File: config.mk
export PLATFORM = sky130hd
export DESIGN_NAME = tt_settle_timer
export DESIGN_NICKNAME = d
export VERILOG_FILES = /design/src/rtl/gate_tb_pkg.sv /design/src/rtl/tt_settle_timer.sv
export SDC_FILE = /design/constraint.sdc
export NUM_CORES = 1
export LEC_CHECK = 0
export CAP_MARGIN = 20
export CORE_AREA = 2 2 39 41
export DETAILED_ROUTE_END_ITERATION = 8
export DIE_AREA = 0 0 41 43
export HOLD_SLACK_MARGIN = 0.15
export SLEW_MARGIN = 20
export SYNTH_ARGS = -nofsm -noshare
export SYNTH_HDL_FRONTEND = slang
export SYNTH_SLANG_ARGS = --single-unit
File: constraint.sdc
create_clock -name clk -period 0.9 [get_ports clk]
set_input_delay 0.18 -clock clk [delete_from_list [all_inputs] [get_ports clk]]
set_output_delay 0.18 -clock clk [all_outputs]
set_load 0.005 [all_outputs]
File: src/rtl/gate_tb_pkg.sv
// Shared definitions for the gate truth-table benches: checker state encoding,
// a constant-safe ceil(log2) helper and truth tables for the gate library.
package gate_tb_pkg;

  typedef enum logic [1:0] {
    ST_IDLE   = 2'd0,
    ST_SETTLE = 2'd1,
    ST_SAMPLE = 2'd2,
    ST_DONE   = 2'd3
  } state_e;

  // Bit i is the gate output when the input vector equals i.
  localparam logic [7:0] TT_AND3  = 8'h80;
  localparam logic [7:0] TT_OR3   = 8'hFE;
  localparam logic [7:0] TT_NAND3 = 8'h7F;
  localparam logic [7:0] TT_XOR3  = 8'h96;

  // Never returns 0, so counters sized with it always have at least one bit.
  function automatic int unsigned clog2(input int unsigned value);
    int unsigned result;
    result = 0;
    for (int i = 0; i < 32; i++) begin
      if ((32'd1 << i) < value) result = i + 1;
    end
    return (result == 0) ? 1 : result;
  endfunction

endpackage

File: src/rtl/tt_settle_timer.sv
// Settle-time counter: cleared by load, advanced by en, flags the last settle
// cycle of the vector currently applied.
module tt_settle_timer
  import gate_tb_pkg::*;
#(
  parameter int unsigned SETTLE = 5
) (
  input  logic clk,
  input  logic rst,
  input  logic load,
  input  logic en,
  output logic expire
);

  // Sized for SETTLE: the count steps one past SETTLE-1 on the exit edge.
  localparam int unsigned CW = clog2(SETTLE + 1);

  logic [CW-1:0] cnt_q;
  logic [CW-1:0] cnt_d;

  always_comb begin
    cnt_d = cnt_q;
    if (load) begin
      cnt_d = '0;
    end else if (en) begin
      cnt_d = cnt_q + 1'b1;
    end
  end

  always_ff @(posedge clk or posedge rst) begin
    if (rst) begin
      cnt_q <= '0;
    end else begin
      cnt_q <= cnt_d;
    end
  end

  assign expire = (cnt_q == CW'(SETTLE - 1));

endmodule

=== Word-level counts from Yosys, hierarchy flattened ===
Cells that the tools add are included.

* Output and inout port bits: 1
* Word-level logic and storage cells: 6
* Input bits: 4
* Bits in registers: 3

* $add $sub $neg: 1
* Reductions and logical operators: 1
* Eq/ne operators: 1
* Mux-type cells: 2

{| class="wikitable"
|+ Operator list
! operator !! number
|-
| two-way mux 3 bit || 2
|-
| adder 3 x 1 -> 3 bit (second input constant) || 1
|-
| equality test 3 bit (second input constant) || 1
|-
| nonzero test 2 bit || 1
|}

=== Longest topological paths before layout ===
* Word-level depth: 3
* Gate-level depth with buffers: 4
* Mapped depth without buffers: 4

=== Worst setup path before layout ===
Ideal clock, no wire load.

* Kind: register -> register
* From: register cnt_q[0]
* To: register cnt_q[1]
* Arrival time: 0.838 ns
* Buffers on the path: 0
* Cell stages (with the launch flop): 5
* Required time: 0.782 ns
* Setup slack: -0.056 ns
* Library setup time: 0.118 ns
* Clock period less this slack: 0.956 ns
* Cells stage by stage: dfrtp_1 -> inv_1 -> ha_1 -> mux2i_1 -> nor2_1

* Longest elaborated chain between the ends: 3

{| class="wikitable"
|+ Ends and longest elaborated chain
! element !! line !! source
|-
| from (decl) || tt_settle_timer.sv:18 || <nowiki>logic [CW-1:0] cnt_q;</nowiki>
|-
| from (signal assigned) || tt_settle_timer.sv:34 || <nowiki>cnt_q <= cnt_d;</nowiki>
|-
| adder 3 x 1 -> 3 bit || tt_settle_timer.sv:26 || <nowiki>cnt_d = cnt_q + 1'b1;</nowiki>
|-
| two-way mux 3 bit || tt_settle_timer.sv:25 || <nowiki>end else if (en) begin</nowiki>
|-
| two-way mux 3 bit || tt_settle_timer.sv:23 || <nowiki>if (load) begin</nowiki>
|}

Every way passes these cells. The select of a mux whose other input is x is not followed.
A chain may end at the register's enable or synchronous reset.

=== Worst setup path after layout ===
* From: register cnt_q[0]
* To: output port expire

* Longest elaborated chain between the ends: 1

{| class="wikitable"
|+ Ends and longest elaborated chain
! element !! line !! source
|-
| equality test 3 bit || tt_settle_timer.sv:38 || <nowiki>assign expire = (cnt_q == CW'(SETTLE - 1));</nowiki>
|-
| to (decl) || tt_settle_timer.sv:12 || <nowiki>output logic expire</nowiki>
|}

Every way passes these cells.

==> impl_metrics.ini <==
[logic_synthesis]
yosys.area_share.adder_pct = 15.04
synth_area_um2 = 166.4
synth.area.mux_share_pct = 6.015
synth_seq_area_share_pct = 45.11
ys_ff_latch = 3
synth_cell_types = 10
synth_top_area_share_pct = 45.11
synth_compound_area_share_pct = 9.023
netlist_instances = 16
avgSynthCellArea_um2 = 10.40
synth_nets = 22
synthSimpleGateAreaFrac_pct = 12.78
synth_top_family_by_area = adder cells
yosysTopAreaCell = dfrtp_1
synth_xor_area_share_pct = 5.263
yosysWarnings = 0
synthTopCellsByArea = dfrtp_1 (45%), ha_1 (15%), inv_1 (6.8%)

[grt]
use_met3_pct = 4.712
globalRouteMet2Util_pct = 7.187
antenna_found_initial = 0
grtUsageMet1_pct = 6.818
grt-ovfl-total = 0
grt_pass1_vias = 166
grt_pass1_wl_um = 641
track_usage_pct = 6.244
grt-busiest-layer = met2
grt_max_degree = 5

[finish]
fillers = 155
fin_area_um2 = 320.3
area_delta_synth_final_pct = 92.48
final_nets = 35
final_cell_mix = clkbuf_4 (3), dfrtp_1 (3), clkdlybuf4s50_1 (3)
largest_register_ffs = 3
top_regs = cnt_q (3)
regMostFlops = cnt_q
diodes = 0
drive_gt1_share_pct = 46.43

[power]
leakage_nw = 0.1435
finalPower_uw = 487.6
p_per_area_mw_per_mm2 = 1522
max-vdd-ir-drop_v = 0.0005435

[timing]
setup_slack_ns = -0.2958
hold_viol_final = 0
finClkSkew_ns = 0.002629
tns_ns = -0.5878
setup_viol = 3
grt_setup_unrepaired = yes
whs_ns = 0.5705
layout_min_cycle_time_ns = 1.196
relSlewSlack_pct = 84.69
period_share_pct = 132.9
max_freq_ghz = 0.8363
worstMarginPinSlew_ns = 0.2290
report.final.slew_viol_count = 0

[floorplan]
fp.dieH_um = 43
core-area_mm2 = 0.001384
io_pins = 5
die_w_um = 41
placementRows = 14
initial_core_util_pct = 12.03
dieArea_mm2 = 0.001763

[worst_setup_path]
worstPathCellList = inv_2 -> ha_4 -> and2_1 -> buf_2
max_stage_delay_ns = 0.35
reg2reg_depth = 5
cp_slowest_cell = dfrtp_1
worst-path-max-fanout = 2
worstSetupEndpointType = primary output
crit_type = reg2out
r2r-end = cnt_q[2]
r2r_slack_ns = -0.24
required_ns = 0.72
cp-startpoint = cnt_q[0]
r2r_start = cnt_q[1]
cp-start-kind = register
cp.arrival_ns = 1.02

[clocking]
root_buffer = clkbuf_4
cts_buffer_depth = 2
cts_tree = built
cts.sinks = 3
path_clk_slew_ns = 0.04
cts_buffers = 3
clock_latency_ns = 0.23
htreeDepth = 1

[routing]
drt_iter0_drc = 0
wire_per_inst_um = 8.727
drt-pass1-iter-count = 1
viasPerCell = 3.364
num_vias = 148
ant_nets = 0
wirelength_um = 384
drc = 0

[place]
placed_area_um2 = 244.0
io_buffers = 4
globalplace.congestion = 0.5534

[min_path]
min_path_cells = 2
hp-start = load
hold_path_class = in2reg
whs_endpoint = cnt_q[2]

[run_status]
violations = setup timing
status = complete, but fails checks

[flow_run]
max_cap_viol_count = 0
worst max-delay path: cells and delay by family, from the launching register on:
kind / cells / cell delay, ns
buffers and inverters: 2 / 0.17
AND/OR/NAND/NOR: 1 / 0.12
flip-flops: 1 / 0.35
adder cells (fa/ha/maj): 1 / 0.14
cell families (layout without fill, tap and decap cells):
family,after synthesis,count (layout)
AND/OR/NAND/NOR,4,4
flip-flops,3,3
buffers and inverters,3,15
adder cells (fa/ha/maj),2,2
AO/OA/AOI/OAI,2,2
XOR/XNOR,1,1
multiplexers,1,1
cell type report:
cell class,count,area (um2),share of cell area (%)
multi-input combinational,10,116.4,36.33
sequential,3,75.07,23.44
timing repair buffer,8,71.32,22.27
clock buffer,4,26.28,8.203
tap,16,20.02,6.250
inverter,3,11.26,3.516
cells in the mapped netlist (all sizes together):
cell,instances
dfrtp,3
inv,3
ha,2
nor2,2
a21bo,1
a21oi,1
and2,1
mux2i,1
nand3b,1
xnor2,1
through the flow:
stage	utilization, %	std cells	worst slack (ns)
2_1_floorplan	-	16	-0.03997
3_3_place_gp	17.63	38	-0.4165
3_5_place_dp	17.63	38	-0.4255
4_1_cts	21.88	44	-0.3048
5_1_grt	23.15	44	-0.3490
6_report	23.15	44	-0.2958
layer usage:
| layer | vias to the layer above | part of all wire, % |
|---|---|---|
| met5 | - | 0 |
| met4 | 0 | 0 |
| met3 | 0 | 8.3 |
| met2 | 7 | 45 |
| met1 | 68 | 47 |
| li1 | 73 | - |
worst max-delay path by stage:
stage | endpoint | slack, ns | cells past startpoint
6_report | expire | -0.30 | 4
5_1_grt | expire | -0.35 | 4
4_1_cts | expire | -0.30 | 4
3_5_place_dp | expire | -0.43 | 4
3_3_place_gp | expire | -0.42 | 4
2_1_floorplan | cnt_q[1] | -0.04 | 4
where the power goes:
part	switching (mW)	leakage [nW]	internal, mW
Sequential	0.00605	0.0404	0.145
Clock	0.0709	0.0150	0.166
Combinational	0.0414	0.0881	0.0581
Total	0.118	0.143	0.369
what timing repair did:
item | in CTS | in global routing
pin swaps | 3 | 4
endpoints found under the setup margin | 3 | 3
buffers inserted | 1 | 0
hold buffers | 1 | 0
endpoints found under the hold margin | 3 | 0
resized for setup | 8 | 4
Power figures use the tool's default switching activity.
